File: src/rtl/pe_pkg.sv
// Shared types, default widths and the saturating clamp used by the
// fixed-point MAC processing element.
package pe_pkg;

  typedef enum logic {
    PE_WS = 1'b0,
    PE_OS = 1'b1
  } pe_mode_e;

  localparam int DEF_DATA_WIDTH = 16;
  localparam int DEF_FRAC_BITS  = 8;
  localparam int DEF_ACC_WIDTH  = 32;

  // Intermediate width for clamping; must cover 2*DATA_WIDTH+1 and ACC_WIDTH+1.
  localparam int CALC_W = 64;

  function automatic logic signed [CALC_W-1:0] sat_clamp(
    input logic signed [CALC_W-1:0] v,
    input int                       w
  );
    logic signed [CALC_W-1:0] hi;
    logic signed [CALC_W-1:0] lo;
    hi = (64'sd1 <<< (w - 1)) - 64'sd1;
    lo = -(64'sd1 <<< (w - 1));
    if (v > hi) return hi;
    if (v < lo) return lo;
    return v;
  endfunction

endpackage

File: src/rtl/pe_fxp_mul_rnd.sv
// Combinational signed fixed-point multiply with round-half-up and shift;
// also reports whether the result overflows a DATA_WIDTH word.
module pe_fxp_mul_rnd
  import pe_pkg::*;
#(
  parameter int DATA_WIDTH = DEF_DATA_WIDTH,
  parameter int FRAC_BITS  = DEF_FRAC_BITS
) (
  input  logic signed [DATA_WIDTH-1:0] a,
  input  logic signed [DATA_WIDTH-1:0] b,
  output logic signed [2*DATA_WIDTH:0] prod,
  output logic signed [DATA_WIDTH-1:0] prod_w,
  output logic                         sat
);

  localparam int PW = 2 * DATA_WIDTH + 1;
  localparam logic signed [PW-1:0] RND = PW'(1) <<< (FRAC_BITS - 1);

  logic signed [PW-1:0]     full;
  logic signed [PW-1:0]     rounded;
  logic signed [CALC_W-1:0] wide;
  logic signed [CALC_W-1:0] clamped;

  // One guard bit above the 2*DATA_WIDTH product keeps the rounding add exact.
  assign full    = PW'(a) * PW'(b);
  assign rounded = full + RND;
  assign prod    = rounded >>> FRAC_BITS;
  assign wide    = CALC_W'(prod);
  assign clamped = sat_clamp(wide, DATA_WIDTH);
  assign prod_w  = clamped[DATA_WIDTH-1:0];
  assign sat     = (clamped != wide);

endmodule

File: src/rtl/pe_mac_db.sv
// Systolic-array MAC cell: double-buffered weights with switch bypass,
// weight-stationary and output-stationary (accumulate/drain) modes.
module pe_mac_db
  import pe_pkg::*;
#(
  parameter int DATA_WIDTH = DEF_DATA_WIDTH,
  parameter int FRAC_BITS  = DEF_FRAC_BITS,
  parameter int ACC_WIDTH  = DEF_ACC_WIDTH
) (
  input  logic                  clk,
  input  logic                  rst,
  input  logic                  pe_enabled,
  input  logic                  pe_mode_in,
  input  logic [DATA_WIDTH-1:0] pe_psum_in,
  input  logic                  pe_psum_valid_in,
  input  logic [DATA_WIDTH-1:0] pe_weight_in,
  input  logic                  pe_accept_w_in,
  input  logic [DATA_WIDTH-1:0] pe_input_in,
  input  logic                  pe_valid_in,
  input  logic                  pe_switch_in,
  input  logic                  pe_drain_in,
  input  logic                  pe_sat_clr,
  output logic [DATA_WIDTH-1:0] pe_psum_out,
  output logic                  pe_psum_valid_out,
  output logic [DATA_WIDTH-1:0] pe_weight_out,
  output logic                  pe_accept_w_out,
  output logic [DATA_WIDTH-1:0] pe_input_out,
  output logic                  pe_valid_out,
  output logic                  pe_switch_out,
  output logic                  pe_drain_out,
  output logic                  pe_sat_out
);

  pe_mode_e mode;

  logic signed [DATA_WIDTH-1:0] w_active;
  logic signed [DATA_WIDTH-1:0] w_inactive;
  logic                         w_full;
  logic signed [ACC_WIDTH-1:0]  acc;
  logic                         sat;

  logic                         promote;
  logic signed [DATA_WIDTH-1:0] w_eff;
  logic signed [2*DATA_WIDTH:0] prod;
  logic signed [DATA_WIDTH-1:0] prod_w;
  logic                         mul_sat;

  logic signed [CALC_W-1:0] ws_sum;
  logic signed [CALC_W-1:0] ws_clamped;
  logic signed [CALC_W-1:0] acc_sum;
  logic signed [CALC_W-1:0] acc_clamped;
  logic signed [CALC_W-1:0] acc_wide;
  logic signed [CALC_W-1:0] drain_clamped;
  logic signed [CALC_W-1:0] prod_wide;
  logic signed [CALC_W-1:0] prod_acc;

  logic [DATA_WIDTH-1:0] psum_d;
  logic                  psum_valid_d;
  logic [ACC_WIDTH-1:0]  acc_d;
  logic                  sat_evt;

  assign mode    = pe_mode_e'(pe_mode_in);
  assign promote = pe_switch_in & w_full;
  // A MAC in the switch cycle already sees the promoted weight.
  assign w_eff   = promote ? w_inactive : w_active;

  pe_fxp_mul_rnd #(
    .DATA_WIDTH(DATA_WIDTH),
    .FRAC_BITS (FRAC_BITS)
  ) u_mul (
    .a     (pe_input_in),
    .b     (w_eff),
    .prod  (prod),
    .prod_w(prod_w),
    .sat   (mul_sat)
  );

  assign ws_sum        = CALC_W'(prod_w) + CALC_W'($signed(pe_psum_in));
  assign ws_clamped    = sat_clamp(ws_sum, DATA_WIDTH);
  assign prod_wide     = CALC_W'(prod);
  assign acc_wide      = CALC_W'(acc);
  assign acc_sum       = acc_wide + prod_wide;
  assign acc_clamped   = sat_clamp(acc_sum, ACC_WIDTH);
  assign drain_clamped = sat_clamp(acc_wide, DATA_WIDTH);
  assign prod_acc      = sat_clamp(prod_wide, ACC_WIDTH);

  always_comb begin
    psum_d       = '0;
    psum_valid_d = 1'b0;
    acc_d        = acc;
    sat_evt      = 1'b0;
    if (mode == PE_WS) begin
      acc_d = '0;
      if (pe_valid_in) begin
        psum_d       = ws_clamped[DATA_WIDTH-1:0];
        psum_valid_d = 1'b1;
        sat_evt      = mul_sat | (ws_clamped != ws_sum);
      end
    end else begin
      if (pe_valid_in) begin
        acc_d   = acc_clamped[ACC_WIDTH-1:0];
        sat_evt = (acc_clamped != acc_sum);
      end
      if (pe_drain_in) begin
        // Drain restarts the tile; a colliding north psum is dropped and flagged.
        psum_d       = drain_clamped[DATA_WIDTH-1:0];
        psum_valid_d = 1'b1;
        acc_d        = pe_valid_in ? prod_acc[ACC_WIDTH-1:0] : '0;
        sat_evt      = (drain_clamped != acc_wide) | pe_psum_valid_in
                     | (pe_valid_in & (prod_acc != prod_wide));
      end else begin
        psum_d       = pe_psum_in;
        psum_valid_d = pe_psum_valid_in;
      end
    end
  end

  always_ff @(posedge clk or posedge rst) begin
    if (rst) begin
      w_active          <= '0;
      w_inactive        <= '0;
      w_full            <= 1'b0;
      acc               <= '0;
      sat               <= 1'b0;
      pe_psum_out       <= '0;
      pe_psum_valid_out <= 1'b0;
      pe_weight_out     <= '0;
      pe_accept_w_out   <= 1'b0;
      pe_input_out      <= '0;
      pe_valid_out      <= 1'b0;
      pe_switch_out     <= 1'b0;
      pe_drain_out      <= 1'b0;
    end else if (!pe_enabled) begin
      pe_psum_out       <= '0;
      pe_psum_valid_out <= 1'b0;
      pe_weight_out     <= '0;
      pe_accept_w_out   <= 1'b0;
      pe_input_out      <= '0;
      pe_valid_out      <= 1'b0;
      pe_switch_out     <= 1'b0;
      pe_drain_out      <= 1'b0;
    end else begin
      if (promote) w_active <= w_inactive;
      if (pe_accept_w_in) w_inactive <= pe_weight_in;
      w_full            <= pe_accept_w_in | (w_full & ~promote);
      acc               <= acc_d;
      sat               <= sat_evt | (sat & ~pe_sat_clr);
      pe_psum_out       <= psum_d;
      pe_psum_valid_out <= psum_valid_d;
      pe_weight_out     <= pe_accept_w_in ? pe_weight_in : '0;
      pe_accept_w_out   <= pe_accept_w_in;
      if (pe_valid_in) pe_input_out <= pe_input_in;
      pe_valid_out      <= pe_valid_in;
      pe_switch_out     <= pe_switch_in;
      pe_drain_out      <= pe_drain_in;
    end
  end

  assign pe_sat_out = sat;

endmodule

File: config.mk
export PLATFORM = sky130hd
export DESIGN_NAME = pe_mac_db
export DESIGN_NICKNAME = d
export VERILOG_FILES = /design/src/rtl/pe_pkg.sv /design/src/rtl/pe_fxp_mul_rnd.sv /design/src/rtl/pe_mac_db.sv
export SDC_FILE = /design/constraint.sdc
export NUM_CORES = 1
export LEC_CHECK = 0
export BUFFER_PORTS_ARGS = -buffer_cell sky130_fd_sc_hd__buf_2
export CORE_UTILIZATION = 35
export CTS_CLUSTER_SIZE = 30
export DETAILED_ROUTE_END_ITERATION = 8
export SYNTH_ARGS = -nofsm -noshare
export SYNTH_HDL_FRONTEND = slang
export SYNTH_HIERARCHICAL = 1
export SYNTH_SLANG_ARGS = --single-unit
File: constraint.sdc
create_clock -name clk -period 14.4 [get_ports clk]
set_input_delay 3.6 -clock clk [delete_from_list [all_inputs] [get_ports clk]]
set_output_delay 3.6 -clock clk [all_outputs]
set_load 0.02 [all_outputs]
==> Yosys cells after proc, flatten, opt, wreduce, memory -nomap -nowiden <==
Index checks and enable logic that the tools add are counted.
{ "classes": {"addsub": 3, "mul": 1, "n_div": 0, "order_cmp": 10, "n_eq_ne": 7, "shifts": 0, "n_mux": 60, "n_bitwise": 11, "n_reduce_logical": 2} }
{ "ops": {"columns": ["operator", "n"], "rows": [
  ["two-way mux 64 bit", 20],
  ["two-way mux 16 bit", 9],
  ["two-way mux 32 bit", 4],
  ["!= test 64 x 25 -> 1 bit", 2],
  ["!= test 64 x 17 -> 1 bit", 1],
  ["!= test 64 x 32 -> 1 bit", 1],
  ["!= test 64 x 33 -> 1 bit", 1],
  ["adder 32 x 25 -> 33 bit", 1],
  ["adder 32 x 9 -> 33 bit (second input constant)", 1],
  ["greater-than comparator 33 x 32 -> 1 bit (second input constant)", 1],
  ["less-than comparator 33 x 32 -> 1 bit (second input constant)", 1],
  ["greater-than comparator 25 x 32 -> 1 bit (second input constant)", 1],
  ["greater-than comparator 32 x 16 -> 1 bit (second input constant)", 1],
  ["less-than comparator 25 x 32 -> 1 bit (second input constant)", 1],
  ["less-than comparator 32 x 16 -> 1 bit (second input constant)", 1],
  ["multiplier 16 x 16 -> 32 bit", 1],
  ["two-way mux 1 bit", 27],
  ["greater-than comparator 25 x 16 -> 1 bit (second input constant)", 1],
  ["less-than comparator 25 x 16 -> 1 bit (second input constant)", 1],
  ["adder 16 x 16 -> 17 bit", 1],
  ["greater-than comparator 17 x 16 -> 1 bit (second input constant)", 1],
  ["less-than comparator 17 x 16 -> 1 bit (second input constant)", 1],
  ["OR 1 bit", 5],
  ["bitwise AND 1 bit", 4],
  ["4 further kinds", 6]
]} }
{ "word_totals": {"register_bits": 119, "latch_bits": 0, "ram_bits": 0, "mem_bits_ro": 0, "n_memories": 0} }

==> Depth between registers and ports, before layout <==
{ "depth": {"ltp_word": 20, "ltp_mapped": 47, "mapped_depth_nobuf": 42} }

==> By module <==
The synthesis kept the hierarchy.
{ "by_module_without_submodules": {"columns": ["mod", "instances", "cells_each", "area_per_inst_um2", "seq_area_each_um2"], "rows": [
  ["pe_fxp_mul_rnd", 1, 1239, 10709.0, 0.0],
  ["pe_mac_db", 1, 940, 8349.3, 2977.9]
]} }

==> Worst setup path before layout <==
No wires, ideal clock.
{ "synth_timing": {"path_type": "input-to-reg", "startpoint": "in pe_switch_in", "endpoint": "reg pe_psum_out[0]", "setup_ns": 0.104, "arrival_ns": 13.944, "slack_ns": 0.352, "cell_stages": 44, "cell_sequence": "nand2_1 -> clkbuf_1 -> mux2_2 -> clkbuf_1 -> and2_1 -> fa_1 -> inv_1 -> fa_1 -> inv_1 -> fa_1 -> fa_1 -> fa_1 -> inv_1 -> fa_1 -> inv_1 -> ha_1 -> clkbuf_1 -> a21oi_1 -> [8 not listed] -> nand2_1 -> ha_1 -> clkbuf_1 -> o21ai_0 -> inv_1 -> fa_1 -> nand2b_1 -> a21oi_1 -> o21a_1 -> nand2_1 -> a311oi_2 -> a2111oi_0 -> a21oi_1 -> or2_1 -> buf_2 -> buf_2 -> nand2_1 -> a221oi_1"} }
{ "synth_between": {"elab_chain_len": 18, "elab_cells_between_ends": 24, "classes_between": "2 x add/sub; 1 x mul; 4 x order compare; 16 x mux; 1 x bitwise"} }
{ "synth_lines": {"columns": ["element", "line_no", "rtl"], "rows": [
  ["start, declared", "pe_mac_db.sv:20", "input logic pe_switch_in,"],
  ["bitwise AND 1 bit *", "pe_mac_db.sv:63", "assign promote = pe_switch_in & w_full;"],
  ["two-way mux 16 bit *", null, null],
  ["via w_eff[3]", "pe_mac_db.sv:43", "logic signed [DATA_WIDTH-1:0] w_eff;"],
  ["multiplier 16 x 16 -> 32 bit *", "pe_fxp_mul_rnd.sv:25", "assign full = PW'(a) * PW'(b);"],
  ["adder 32 x 9 -> 33 bit *", "pe_fxp_mul_rnd.sv:26", "assign rounded = full + RND;"],
  ["via prod[24]", "pe_mac_db.sv:44", "logic signed [2*DATA_WIDTH:0] prod;"],
  ["less-than comparator 25 x 16 -> 1 bit", "pe_pkg.sv:26", "if (v < lo) return lo;"],
  ["two-way mux 1 bit (2 in a row)", "pe_pkg.sv:26", null],
  ["[2 not listed]", null, null],
  ["via prod_w[1]", "pe_mac_db.sv:45", "logic signed [DATA_WIDTH-1:0] prod_w;"],
  ["adder 16 x 16 -> 17 bit *", "pe_mac_db.sv:78", "assign ws_sum = CALC_W'(prod_w) + CALC_W'($signed(pe_psum_in));"],
  ["less-than comparator 17 x 16 -> 1 bit", "pe_pkg.sv:26", null],
  ["two-way mux 1 bit (2 in a row)", "pe_pkg.sv:26", null],
  ["two-way mux 64 bit", "pe_pkg.sv:27", "return v;"],
  ["two-way mux 64 bit *", "pe_pkg.sv:26", null],
  ["two-way mux 16 bit *", "pe_mac_db.sv:94", "if (pe_valid_in) begin"],
  ["two-way mux 16 bit *", "pe_mac_db.sv:92", "if (mode == PE_WS) begin"],
  ["two-way mux 16 bit *", "pe_mac_db.sv:133", "end else if (!pe_enabled) begin"],
  ["end signal, assigned", "pe_mac_db.sv:148", "pe_psum_out <= psum_d;"],
  ["end, declared", "pe_mac_db.sv:23", "output logic [DATA_WIDTH-1:0] pe_psum_out,"]
]} }
Mark *: on every way through the listed nets, which the timed path passes. The rest lies on a longest branch. The select of a mux whose other input is x is not followed.
A chain may end at the register's enable or synchronous reset.

==> Worst setup path in the final report <==
{ "layout_timing": {"startpoint": "in pe_switch_in", "endpoint": "reg pe_psum_out[11]"} }
Same word-level chain as after synthesis.

==> results.txt <==
----------------------------------------------------
[Worst setup path]
  Worst stage delay on the critical path ... 0.56 ns
  Setup slack of the most critical reg-to-reg path ... 3.51 ns
  Slowest stage cell, crit path ... sky130_fd_sc_hd__fa_1
  Critical path required time ... 14.75 ns
  Reg-to-reg critical path startpoint ... w_full
  Highest fanout seen on the critical path ... 17
  Critical path class ... in -> reg
  Number of cell instances on the worst register-to-register path ... 39
  CP Launch Type ... primary input
  Crit path arrival time ... 14.09 ns
  Endpoint class of the critical path ... register
  Cell repeated most along the worst path ... sky130_fd_sc_hd__fa_1
  Reg2Reg Capture Point ... pe_psum_out[11]

[Die]
  Top-level port count ... 112
  Total die area ... 55390 µm²
  Die outline width ... 235.4 µm
  Core ar. ... 53810 µm²
  Die Y-Extent ... 235.4 µm
  Row count ... 85
  Initial Util ... 0.3542

[Clocking]
  Buffer type at the clock tree root ... sky130_fd_sc_hd__clkbuf_16
  Clk buf depth ... 2
  Post-CTS setup repair buffer count ... 0
  Number of buffers added by the clock tree synthesis step ... 17
  TritonCTS sink count ... 119
  Source-to-sink clock delay at the later pin of the worst-skew pair ... 0.47 ns
  Clock tree from TritonCTS ... built
  H-tree depth ... 4
  CTS Hold Bufs ... 0
  Register clock-pin slew on the reported worst setup and hold paths ... 0.06 ns

[STA]
  Final setup TNS ... 0 ns
  Max Clock Skew ... 0.01630 ns
  Setup-failing EPs final ... 0
  Setup repair after global routing missed its margin ... false
  Highest clock rate ... 72.75 MHz
  Count of pins over their slew limit ... 0
  Ratio of final minimum period to clock period ... 0.9546
  Worst-margin pin slew ... 1.030 ns
  Worst slew margin relative to its limit ... 0.3106
  Minimum clock period after layout ... 13.75 ns
  Final count of hold timing violations ... 0

[Placement]
  Dpl cell area ... 20420 µm²
  HPWL after DPL ... 44160 µm
  Buffers on Ports ... 111
  Last weighted congestion value of the routability-driven placer ... 0.9150

[Final layout]
  Final Instance Area ... 21040 µm²
  Layout cells sized above 1 ... 0.1171
  Filler cells ... 5421
  Multi-input gate area ... 14220 µm²
  Final net count ... 2717
  Area growth syn-to-layout ... 10.37%
  FF/Latch Area ... 2978 µm²

[Detailed routing]
  Antenna Nets Post-Route ... 0
  Number of vias after detailed routing ... 15711
  Post-DR wirelength/cell ... 18.58 µm
  Detailed Routing Iterations Pass 1 ... 6
  Via density per instance ... 5.292
  Overall routed net length ... 55160 µm
  Drt drc ... 0
  DRT iter0 DRCs ... 966

[Global route]
  Wire length of the first global-routing pass ... 91390 µm
  Vias in the first global route ... 16697
  Antenna violations before repair ... 0
  Largest net degree at the start of global routing ... 64
  GRT Overall Usage ... 0.2091
  Remaining global-route overflow ... 0

[Yosys]
  Syn Std Cell Area ... 19060 µm²
  Yosys Warn Count ... 6
  Number of instances in the synthesized netlist ... 2179
  Mean instance size in the synthesized netlist ... 8.746 µm²
  Yosys top cell by area ... sky130_fd_sc_hd__fa_1
  Ys flop type ... sky130_fd_sc_hd__dfrtp_1
  Fraction of synthesis flops using an asynchronous set or reset pin ... 1.000
  Synthesis-stage register bit count ... 119
  Synth cell types ... 82
  Most numerous cell types in the synthesized netlist ... sky130_fd_sc_hd__inv_1 (377), sky130_fd_sc_hd__fa_1 (269), sky130_fd_sc_hd__nand2_1 (249), sky130_fd_sc_hd__ha_1 (130), sky130_fd_sc_hd__and2_1 (124)
  Nets in the synthesized netlist ... 2636
  Number of enable-type register cells in the synthesized netlist ... 0
  Largest cells by area after synthesis ... sky130_fd_sc_hd__fa_1 (28%), sky130_fd_sc_hd__dfrtp_1 (16%), sky130_fd_sc_hd__ha_1 (8.5%)
  Most common cell in the netlist ... sky130_fd_sc_hd__inv_1
  Sequential share of the synthesized area ... 0.1563
  Share of Yosys cell area claimed by the top area cell type ... 0.2826

[Worst hold path]
  Path class of the lowest-slack min-delay path ... reg -> reg
  Endpoint of the worst hold-timing path ... w_inactive[3]
  Cell depth of the worst min-delay path ... 1
  Start point of the worst min-delay path ... w_inactive[3]

[Job]
  Maximum capacitance violations ... 0

[Run status]
  Status ... completed

----------------------------------------------------
-- worst max path at each step --
stage,to,startpoint,cells past startpoint,slack (ns)
after detailed placement,pe_psum_out[4],pe_switch_in,40,0.006
after CTS,pe_psum_out[4],pe_switch_in,40,0.51
after global placement,pe_psum_out[0],pe_switch_in,41,0.06
final,pe_psum_out[11],pe_switch_in,40,0.65
after floorplan,pe_psum_out[0],pe_switch_in,44,0.35
after global routing,pe_psum_out[0],pe_switch_in,40,0.06
-- layer usage --
layer / GRT usage / share of wire
met1: 0.2654 / 0.42
met2: 0.3632 / 0.50
met4: 0.08041 / 0.029
met5: 0 / 0
met3: 0.02439 / 0.043
-- worst max-delay path, delay by kind of cell --
| kind | cells | cell delay [ns] |
|---|---|---|
| and+or+nand+nor | 11 | 1.94 |
| buffers and inverters | 8 | 0.84 |
| adders and majority gates | 10 | 4.60 |
| xor gates and xnor gates | 1 | 0.27 |
| muxes | 1 | 0.50 |
| AOI/OAI and AO/OA | 9 | 2.34 |
-- repair_timing --
item | CTS | global route
setup endpoints to repair | 0 | 15
gates resized for setup | 0 | 5
endpoints found under the hold margin | 0 | 0
-- metrics by stage --
stage          instances  utilization  setup WS [ns]  hold WS [ns]
2_1_floorplan       2179            -         0.3521        0.4453
3_3_place_gp        2937       0.3794        0.05550        0.4585
3_5_place_dp        2937       0.3794       0.006287        0.4622
4_1_cts             2968       0.3905         0.5102        0.4809
5_1_grt             2968       0.3908        0.06459        0.4905
6_report            2969       0.3909         0.6537        0.4745
-- flip-flops by register name (all words and copies together) (netlist names), 16 cells and up --
name           flops
pe_input_out      16
w_active          16
pe_weight_out     16
acc               32
pe_psum_out       16
w_inactive        16
-- cell type report --
type                            count  area share
Tap cell                          696     0.04140
Multi-Input combinational cell   1582      0.6761
Timing Repair Buffer              163     0.04497
Inverter                          377     0.06757
Antenna cell                        1   0.0001190
Sequential cell                   119      0.1416
Clock inverter                     11    0.007078
Clock buffer                       20     0.02123
-- placed cells by master (no fill, tap or decap), drive strengths merged, types with 10 or more instances in the layout --
master / netlist / routed
a2111oi: 10 / 10
a211oi: 11 / 11
a21o: 53 / 53
a21oi: 110 / 110
a221oi: 18 / 18
a22o: 13 / 13
and2: 124 / 124
and3: 28 / 28
buf: 29 / 163
clkbuf: 72 / 20
dfrtp: 119 / 119
fa: 269 / 269
ha: 130 / 130
inv: 377 / 378
mux2: 33 / 33
mux2i: 17 / 17
nand2: 254 / 254
nand2b: 30 / 30
nand3: 22 / 22
nand4: 24 / 24
nor2: 68 / 68
nor2b: 23 / 23
nor3: 13 / 13
nor4: 14 / 14
o211ai: 10 / 10
o21a: 21 / 21
o21ai: 130 / 130
xnor2: 44 / 44
xor2: 25 / 25
-- logic make-up after synthesis --
kind of cell,share of synthesized area
multiplexers,0.02862
AO/OA/AOI/OAI,0.1509
AND/OR/NAND/NOR,0.1662
adder cells (fa/ha/maj),0.3679
buffers and inverters,0.09848
flip-flops,0.1563
XOR/XNOR,0.03171
Power is not shown: default switching activity piles up to over one toggle a cycle in this logic, so the estimate is an artifact.
